--- src/rtl/hack_pkg.sv ---
// Shared constants and encodings for the Hack datapath blocks.
package hack_pkg;

    // Default Hack machine word width.
    localparam int unsigned HACK_WIDTH = 16;

    // Sequencer state encoding.
    typedef enum logic [1:0] {
        IDLE = 2'd0,
        RUN  = 2'd1,
        DONE = 2'd2
    } state_e;

    // Operation select encoding.
    localparam logic OP_ADD = 1'b0;
    localparam logic OP_SUB = 1'b1;

endpackage

--- src/rtl/full_adder.sv ---
// Single-bit full adder cell shared by the bit-serial arithmetic path.
module full_adder (
    input  logic a,
    input  logic b,
    input  logic cin,
    output logic sum,
    output logic cout
);

    // Sum and carry of one bit position.
    always_comb begin
        sum  = a ^ b ^ cin;
        cout = (a & b) | (cin & (a ^ b));
    end

endmodule

--- src/rtl/serial_adder_ctrl.sv ---
// Bit-serial add/subtract: one shared full adder stepped LSB to MSB,
// with valid/ready handshakes on operands and results.
module serial_adder_ctrl
    import hack_pkg::*;
#(
    parameter int unsigned WIDTH = HACK_WIDTH
) (
    input  logic             clk,
    input  logic             rst,
    input  logic             in_valid,
    output logic             in_ready,
    input  logic [WIDTH-1:0] a,
    input  logic [WIDTH-1:0] b,
    input  logic             sub,
    output logic             out_valid,
    input  logic             out_ready,
    output logic [WIDTH-1:0] result,
    output logic             carry_out,
    output logic             overflow,
    output logic             busy
);

    localparam int unsigned CNT_W = $clog2(WIDTH);

    state_e             state_q, state_d;
    logic [WIDTH-1:0]   a_sh_q, a_sh_d;
    logic [WIDTH-1:0]   b_sh_q, b_sh_d;
    // Holds the low WIDTH-1 sum bits; the MSB sum joins them on the last step.
    logic [WIDTH-2:0]   r_sh_q, r_sh_d;
    logic               carry_q, carry_d;
    logic [CNT_W-1:0]   cnt_q, cnt_d;
    logic [WIDTH-1:0]   result_q, result_d;
    logic               carry_out_q, carry_out_d;
    logic               overflow_q, overflow_d;

    logic               fa_sum;
    logic               fa_cout;

    // The only arithmetic cell: fed by the operand LSBs and the carry register.
    full_adder u_fa (
        .a    (a_sh_q[0]),
        .b    (b_sh_q[0]),
        .cin  (carry_q),
        .sum  (fa_sum),
        .cout (fa_cout)
    );

    // State, datapath and result registers.
    always_ff @(posedge clk or posedge rst) begin
        if (rst) begin
            state_q     <= IDLE;
            a_sh_q      <= '0;
            b_sh_q      <= '0;
            r_sh_q      <= '0;
            carry_q     <= 1'b0;
            cnt_q       <= '0;
            result_q    <= '0;
            carry_out_q <= 1'b0;
            overflow_q  <= 1'b0;
        end else begin
            state_q     <= state_d;
            a_sh_q      <= a_sh_d;
            b_sh_q      <= b_sh_d;
            r_sh_q      <= r_sh_d;
            carry_q     <= carry_d;
            cnt_q       <= cnt_d;
            result_q    <= result_d;
            carry_out_q <= carry_out_d;
            overflow_q  <= overflow_d;
        end
    end

    // Next-state and datapath sequencing.
    always_comb begin
        state_d     = state_q;
        a_sh_d      = a_sh_q;
        b_sh_d      = b_sh_q;
        r_sh_d      = r_sh_q;
        carry_d     = carry_q;
        cnt_d       = cnt_q;
        result_d    = result_q;
        carry_out_d = carry_out_q;
        overflow_d  = overflow_q;

        case (state_q)
            IDLE: begin
                if (in_valid) begin
                    // Subtraction is a + ~b + 1: invert b and seed the carry.
                    a_sh_d  = a;
                    b_sh_d  = (sub == OP_SUB) ? ~b : b;
                    carry_d = (sub == OP_SUB);
                    cnt_d   = '0;
                    state_d = RUN;
                end
            end
            RUN: begin
                a_sh_d  = a_sh_q >> 1;
                b_sh_d  = b_sh_q >> 1;
                r_sh_d  = (r_sh_q >> 1) | ((WIDTH-1)'(fa_sum) << (WIDTH-2));
                carry_d = fa_cout;
                if (cnt_q == CNT_W'(WIDTH-1)) begin
                    // MSB step: overflow is carry-in XOR carry-out of the sign bit.
                    result_d    = {fa_sum, r_sh_q};
                    carry_out_d = fa_cout;
                    overflow_d  = fa_cout ^ carry_q;
                    state_d     = DONE;
                end else begin
                    cnt_d = cnt_q + CNT_W'(1);
                end
            end
            DONE: begin
                if (out_ready) begin
                    state_d = IDLE;
                end
            end
            default: begin
                state_d = IDLE;
            end
        endcase
    end

    // Handshake and status decode from state only.
    assign in_ready  = (state_q == IDLE);
    assign out_valid = (state_q == DONE);
    assign busy      = (state_q != IDLE);

    assign result    = result_q;
    assign carry_out = carry_out_q;
    assign overflow  = overflow_q;

endmodule

--- config.mk ---
export PLATFORM = sky130hd
export DESIGN_NAME = serial_adder_ctrl
export DESIGN_NICKNAME = d
export VERILOG_FILES = /design/src/rtl/hack_pkg.sv /design/src/rtl/full_adder.sv /design/src/rtl/serial_adder_ctrl.sv
export SDC_FILE = /design/constraint.sdc
export NUM_CORES = 1
export LEC_CHECK = 0
export ABC_AREA = 1
export CORE_ASPECT_RATIO = 0.7
export CORE_MARGIN = 2
export CORE_UTILIZATION = 45
export CTS_CLUSTER_DIAMETER = 200
export DETAILED_ROUTE_END_ITERATION = 8
export GPL_ROUTABILITY_DRIVEN = 1
export MAX_ROUTING_LAYER = met4
export PLACE_DENSITY = 0.67
export RECOVER_POWER = 50
export SYNTH_ARGS = -nofsm -noshare
export SYNTH_HDL_FRONTEND = slang
export SYNTH_SLANG_ARGS = --single-unit
--- constraint.sdc ---
create_clock -name clk -period 4.9 [get_ports clk]
set_input_delay 0.49 -clock clk [delete_from_list [all_inputs] [get_ports clk]]
set_output_delay 0.49 -clock clk [all_outputs]
set_load 0.1 [all_outputs]
---- Word-level counts from Yosys, hierarchy flattened ----
Cells that the tools add are included.
storage, ports and cells
  flip-flop bits (word level) ............. 72
  input port bits ......................... 37
  output and inout port bits .............. 21
  logic and storage cells ................. 46
operators by class
  add/sub/neg operators ................... 1
  equal/unequal tests ..................... 7
  mux-type cells .......................... 14
  bitwise logic cells ..................... 8
  reduce and logical (&&, ||, !) cells .... 7
operators by type and width
  kind                                                                      number
  16-bit case mux with 2 select lines                                       2
  16-bit two-way mux                                                        3
  16-bit NOT                                                                1
  14-bit by 15-bit bitwise OR with 15-bit output                            1
  4-bit two-way mux                                                         2
  4-bit case mux with 2 select lines                                        1
  2-bit two-way mux                                                         3
  2-bit inequality test (second input constant)                             3
  2-bit case mux with 3 select lines                                        1
  3-bit AND reduction                                                       2
  4-bit by 1-bit adder with 4-bit output (second input constant)            1
  4-bit == test (second input constant)                                     1
  2-bit AND reduction                                                       2
  2-bit nonzero test                                                        2
  1-bit bitwise XOR                                                         3
  1-bit bitwise AND                                                         2
  2-bit by 1-bit == test with 1-bit output (second input constant)          1
  2-bit == test (second input constant)                                     1
  2-bit logical NOT                                                         1
  2-bit by 1-bit inequality test with 1-bit output (second input constant)  1
  1-bit case mux with 2 select lines                                        1
  1-bit two-way mux                                                         1
  1-bit bitwise OR                                                          1

---- Longest topological paths before layout ----
Gate-level depths: netlist (run 1).
  depth in word-level cells ............... 4
  gate-level depth with buffers ........... 8
  mapped depth without buffers ............ 7

---- By module ----
A second synthesis (run 1) with hierarchy kept.
second synthesis, totals
  cells, all modules ...................... 390
  area total of the unflattened synthesis .. 3424.5 um^2
modules (own cells, without submodules)
  module             times used  cells each  area each (um^2)  sequential area each (um^2)
  serial_adder_ctrl  1           389         3404.5            1801.7
  full_adder         1           1           20.0              0.0

---- Worst setup path after synthesis (run 1) ----
No wires, ideal clock.
  path type ............................... flip-flop to output port
  from .................................... reg state_q[1]
  to ...................................... out out_valid
  arrival time ............................ 1.785 ns
  required time ........................... 4.410 ns
  setup slack ............................. 2.625 ns
  stages on the path, launching flop included .. 3
  path buffers ............................ 0
  path through ............................ dfrtp_1 > inv_1 > nor2_1
on the way
  cells in the longest elaborated chain, start to end .. 1
RTL lines
  what                    RTL line                  text
  from (decl)             serial_adder_ctrl.sv:25   state_e state_q, state_d;
  from (signal assigned)  serial_adder_ctrl.sv:61   state_q <= state_d;
  2-bit == test           serial_adder_ctrl.sv:124  assign out_valid = (state_q == DONE);
  to (decl)               serial_adder_ctrl.sv:15   output logic out_valid,
Every way passes these cells.

---- Final worst setup path (run 1) ----
  from .................................... reg state_q[1]
  to ...................................... reg b_sh_q[1]
on the way
  cells in the longest elaborated chain, start to end .. 3
  elaborated cells between the ends (all ways) .. 6
  classes of those cells .................. 2 x eq/ne; 1 x mux; 3 x reduce/logical
RTL lines
  what                                                                           RTL line                 text
  2-bit by 1-bit == test with 1-bit output or 2-bit logical NOT (tied branches)  serial_adder_ctrl.sv:85  case (state_q)
  2-bit nonzero test (no source line) or 2-bit inequality test (tied branches)   n/a
  2-bit AND reduction (no source line)                                           n/a
  to (signal assigned)                                                           serial_adder_ctrl.sv:63  b_sh_q <= b_sh_d;
  to (decl)                                                                      serial_adder_ctrl.sv:27  logic [WIDTH-1:0] b_sh_q, b_sh_d;
Several ways; a longest one is shown, not always the timed one.
A chain may end at the register's enable or synchronous reset.

==> results_dict.tcl, run 1 <==
set metrics [dict create \
    coreArea_um2 7189 \
    start_util 0.4591 \
    ant_nets 0 \
    routed_wl_um 6675 \
    crit_chain "inv_1, nand2_1, nand2_4, inv_2, nand2_1, nand2_1" \
    synthCells 388 \
    synthToLayoutAreaGrowth_pct 23.50 \
    syn_area_um2 3301 \
    min_delay_path_depth 2 \
    critPathKind "reg -> reg" \
    hold_buffers 0 \
    synth.avg_cell_area_um2 8.507 \
    r2r_cells 6 \
    fin_nets 476 \
    relSlewSlack -0.1033 \
    gp_congestion 0.7768 \
    grt_pass1_wl_um 11160 \
    hold_viol 0 \
    met3_usage 0.05902 \
    r2r-end "b_sh_q[1]" \
    grtUsageMet1 0.2421 \
    final_common_cell "nand2_1" \
    outcome "finished, violations left" \
    cts_tree "done" \
    hold_path_class "reg -> reg" \
    cap_viol_max_count 1 \
    htree_levels 3 \
    vias_per_cell 4.698 \
    grt_pass1_vias 2401 \
    ys_ff_latch 72 \
    grt_setup_unrepaired "no" \
    synth_nets 427 \
    dr_total_vias 2537 \
    tightest_slew_ns 1.651 \
    post-route-min-period_ns 2.857 \
    cp-start-kind "register" \
    die_h_um 75.66 \
    peakVddDrop_v 0.0003893 \
    post-cts-setup-buffers 0 \
    path_clk_slew_ns 0.08 \
    holdCritStartpoint "result[15]" \
    finalInstanceArea_um2 4076 \
    met2_usage 0.2842 \
    crit_path_frequent_cell "nand2_1" \
    antenna_found_initial 0 \
    ys_types 25 \
    ys_warn_count 0 \
    p_leak_nw 1.961 \
    setup_viol 0 \
    std_cell_rows 26 \
    cp.required_ns 5.18 \
    ys_seq_area_frac 0.5459 \
    cp_max_fo 60 \
    track_usage 0.1875 \
    critPathSlowestCell "nand2_1" \
    worstPathArrival_ns 3.14 \
    slew_viol_final 61 \
    end_kind "register" \
    cts-root-buf "clkbuf_8" \
    place_area_um2 3886 \
    cts_made_buffers 9 \
    powerDensity_nw_per_um2 684.8 \
    die_x_um 106.4 \
    hpwl_um 4435 \
    pin_count 58 \
    layout_common_cells "nand2_1, dfrtp_1, clkdlybuf4s50_1" \
    drive_gt1_frac 0.05430 \
    setup_tns_ns 0 \
    wl_per_cell_um 12.36 \
    hold_end "result[15]" \
    cts_max_path_buffers 2 \
    grt_start_max_net_pins 61 \
    grt-busiest-layer "met2" \
    cts_resized 0 \
    drt_iter0_markers 131 \
    r2r-start "state_q[1]" \
    clk_latency_ns 0.35 \
    fmax_mhz 350.1 \
    cts.sinks 72 \
    finalClockSkew_ns 0.01203 \
    dieArea_um2 8047 \
    drtPass1Iterations 4 \
    r2r_setup_slack_ns 2.04 \
    min_period_over_period 0.5830 \
    total_power_mw 2.791 \
    violations "max-capacitance violations, max-slew violations" \
    n_fill_cell 645 \
    io_buffers 57 \
    critPathMaxStageDelay_ns 1.21 \
    drc 0 \
    antennaDiodeCount 0 \
    overflow 0 \
]
-- critical path, delay by kind of cell (launching register included) --
kind	cells	cell delay, ns
buffers and inverters	2	0.51
DFF	1	0.45
and+or+nand+nor	4	1.83
-- registers in the layout, summed over array words and instances (netlist names), 2 cells and up --
signal / cells
state_q: 2
a_sh_q: 16
b_sh_q: 16
cnt_q: 4
result: 16
r_sh_q: 15
-- routing by layer --
layer	routed length, um	up-vias
met4	67	0
li1	-	1316
met2	2948	41
met1	3361	1171
met5	0	-
met3	297	9
-- how the worst max path moves through the flow --
stage,to,start
2_1_floorplan,a_sh_q[0],rst
3_3_place_gp,in_ready,state_q[0]
3_5_place_dp,in_ready,state_q[0]
4_1_cts,in_ready,state_q[0]
5_1_grt,b_sh_q[6],state_q[1]
6_report,b_sh_q[1],state_q[1]
-- cells by family (layout without fill, tap and decap cells) --
family | Yosys count | in the layout | synth area share
and+or+nand+nor | 154 | 154 | 0.1907
DFF | 72 | 72 | 0.5459
xor gates and xnor gates | 17 | 17 | 0.04511
AOI/OAI and AO/OA | 83 | 83 | 0.1281
adders and majority gates | 2 | 2 | 0.009856
buffers and inverters | 60 | 114 | 0.08036
-- area by class of cell --
| class | instances | area [um^2] | share of cell area |
|---|---|---|---|
| Tap cell | 98 | 122.6 | 0.03008 |
| Multi-Input combinational cell | 256 | 1229 | 0.3014 |
| Timing Repair Buffer | 58 | 578.1 | 0.1418 |
| Inverter | 40 | 150.1 | 0.03683 |
| Clock inverter | 6 | 67.56 | 0.01657 |
| Sequential cell | 72 | 1802 | 0.4420 |
| Clock buffer | 10 | 127.6 | 0.03131 |
-- power breakdown --
part	leakage [nW]	total, mW	switching [mW]	internal (mW)
Clock	0.0933	0.471	0.233	0.238
Combinational	0.945	1.34	0.965	0.376
Sequential	0.923	0.979	0.134	0.845
-- cells in the mapped netlist --
cell type	n	area share
nor2_4	2	0.0068
o211ai_1	2	0.0045
clkbuf_1	2	0.0023
nand3_1	7	0.011
buf_1	1	0.0011
xor2_1	16	0.042
a21oi_1	3	0.0045
nand4_1	1	0.0019
fa_1	1	0.0061
nand2_4	2	0.0068
o21ai_1	27	0.041
buf_2	11	0.017
or2_2	1	0.0019
nand2_1	137	0.16
o21ai_0	50	0.076
o31ai_1	1	0.0023
dfrtp_1	72	0.55
buf_6	1	0.0034
ha_1	1	0.0038
nor2_1	1	0.0011
buf_4	5	0.011
inv_2	3	0.0034
nand2_2	3	0.0057
inv_1	37	0.042
xnor2_1	1	0.0027
-- metrics by stage --
stage	hold slack (ns)	setup slack, ns	cells	utilization
after floorplan	0.4422	2.585	388	-
after global placement	0.4631	2.638	524	0.5406
after detailed placement	0.4649	2.634	524	0.5406
after CTS	0.4912	2.248	540	0.5677
after global routing	0.5104	1.602	540	0.5670
final	0.4899	2.043	540	0.5670
Note: power is estimated with default switching activity, not from simulation.
==> run 2, diff against run 1 <==
Settings changed: PLACE_DENSITY 0.67 to 0.7.
Clock period 4.9 ns to 2.3 ns, I/O delays scaled along.
==> run 2 against run 1 <==
  * The flow still finishes with violations (max-capacitance violations, max-slew violations)
  * Highest routed layer unchanged
  * Total power increased by 110%
  * Combinational power increased by 110%
  * Critical path type unchanged
  * Core utilization decreased by 0.54 points
  * Worst hold slack got worse by 0.028 ns
  * Routed wire length decreased by 2.0%
  * Clock-buffer cell count increased by 1
  * Flip-flop and latch count unchanged
==> results_dict.tcl, run 2 (synthesized netlist as in run 1, its figures left out) <==
set metrics [dict create \
    cts.sinks 72 \
    crit_path_frequent_cell "nand2_1" \
    post-cts-setup-buffers 0 \
    highest_layer "met4" \
    setup_viol 0 \
    p_switching_mw 2.814 \
    pwr-share-seq 0.356 \
    io_buffers 57 \
    track_usage 0.1810 \
    worstPathArrival_ns 2.10 \
    cellInternalPower_mw 3.072 \
    grt_pass1_wl_um 10930 \
    wl_met1_um 3244 \
    std_cell_rows 26 \
    outcome "finished, violations left" \
    wl_met2_um 2877 \
    end_kind "register" \
    start_util 0.4591 \
    cts-root-buf "clkbuf_8" \
    dieArea_um2 8047 \
    p_sw_frac 0.4781 \
    cts_max_path_buffers 2 \
    p_leak_nw 1.980 \
    total_power_mw 5.886 \
    post-route-min-period_ns 1.818 \
    r2r_setup_slack_ns 0.48 \
    antennaDiodeCount 0 \
    cts_resized 0 \
    r2r-start "state_q[1]" \
    cp-start-kind "register" \
    hold_path_class "in -> reg" \
    min_period_over_period 0.7903 \
    gp_congestion 0.8097 \
    critPathSlowestCell "dfrtp_1" \
    grt_setup_unrepaired "no" \
    coreArea_um2 7189 \
    htree_levels 3 \
    drt_iter0_markers 137 \
    vias_per_cell 4.681 \
    wl_per_cell_um 12.01 \
    overflow 0 \
    peakVddDrop_v 0.0006460 \
    drive_gt1_frac 0.09843 \
    clk_latency_ns 0.34 \
    grt_pass1_vias 2448 \
    die_x_um 106.4 \
    layout_common_cells "nand2_1, dfrtp_1, o21ai_0" \
    powerDensity_nw_per_um2 1458 \
    ant_nets 0 \
    critPathKind "reg -> reg" \
    grt_start_max_net_pins 73 \
    setup_tns_ns 0 \
    min_delay_path_depth 3 \
    path_clk_slew_ns 0.08 \
    r2r-end "a_sh_q[0]" \
    n_fill_cell 667 \
    hold_end "a_sh_q[15]" \
    dr_total_vias 2551 \
    finalClockSkew_ns 0.007709 \
    slew_viol_final 73 \
    cp_max_fo 34 \
    routed_wl_um 6544 \
    utilization 0.5616 \
    crit_chain "inv_1, nand2_2, nand2_4, inv_2, nand2_1, nand2_1" \
    hold_viol 0 \
    antenna_found_initial 0 \
    synthToLayoutAreaGrowth_pct 22.33 \
    fin_nets 481 \
    cts_tree "done" \
    drtPass1Iterations 4 \
    hpwl_um 4353 \
    cts_made_buffers 9 \
    tightest_slew_ns 1.538 \
    cap_viol_max_count 1 \
    cp.required_ns 2.58 \
    final_common_cell "nand2_1" \
    critPathMaxStageDelay_ns 0.46 \
    met3WireLength_um 368 \
    r2r_cells 6 \
    violations "max-capacitance violations, max-slew violations" \
    die_h_um 75.66 \
    relSlewSlack -0.02537 \
    combinationalPowerShare 0.470 \
    fmax_mhz 550.1 \
    hold_buffers 0 \
    drc 0 \
    holdCritStartpoint "a[15]" \
    pin_count 58 \
    pwr-share-clk 0.174 \
]
## run 2: metal layers
layer | vias up | track usage
met4 | 0 | 0.05556
met1 | 1172 | 0.2260
met2 | 51 | 0.2828
met5 | - | -
li1 | 1324 | -
met3 | 4 | 0.06245
## run 2: worst max-delay path, delay by kind of cell (launching register included)
| family | cells | cell delay, ns |
|---|---|---|
| flip-flops | 1 | 0.46 |
| AND/OR/NAND/NOR | 4 | 0.85 |
| buffers and inverters | 2 | 0.44 |
## run 2: how the worst max path moves through the flow
stage | startpoint | endpoint | slack (ns) | cells past startpoint
after floorplan | rst | a_sh_q[0] | 0.25 | 1
after global placement | in_valid | carry_q | 0.56 | 6
after detailed placement | state_q[1] | a_sh_q[0] | 0.49 | 6
after CTS | state_q[1] | a_sh_q[0] | 0.46 | 6
after global routing | rst | b_sh_q[4] | 0.16 | 3
final | state_q[1] | a_sh_q[0] | 0.48 | 6
## run 2: power by group through the flow
stage                     logic [mW]  clock network, mW  registers, mW
final                           2.77               1.02           2.09
after CTS                       2.86               1.04           2.09
after global routing            3.09               1.09           2.16
after detailed placement        2.85                  0           2.11
after global placement          2.79                  0           2.10
after floorplan                 1.48                  0           2.89
## run 2: per-stage QoR
step,instance area [um^2],worst slack (ns),std cells,hold WS [ns]
global placement,3884,0.5561,529,0.4636
global route,4038,0.1591,545,0.4673
floorplan,3301,0.2451,388,0.3266
CTS,4090,0.4599,545,0.3060
finish,4038,0.4822,545,0.4620
detailed placement,3884,0.4939,529,0.4610
## run 2: cell type report
type | instances | area [um^2] | share of cell area
clock buffer | 11 | 151.4 | 0.03750
clock inverter | 5 | 55.05 | 0.01363
inverter | 40 | 150.1 | 0.03719
multi-input combinational | 256 | 1234 | 0.3055
sequential | 72 | 1802 | 0.4462
tap | 98 | 122.6 | 0.03037
timing repair buffer | 63 | 523.0 | 0.1295
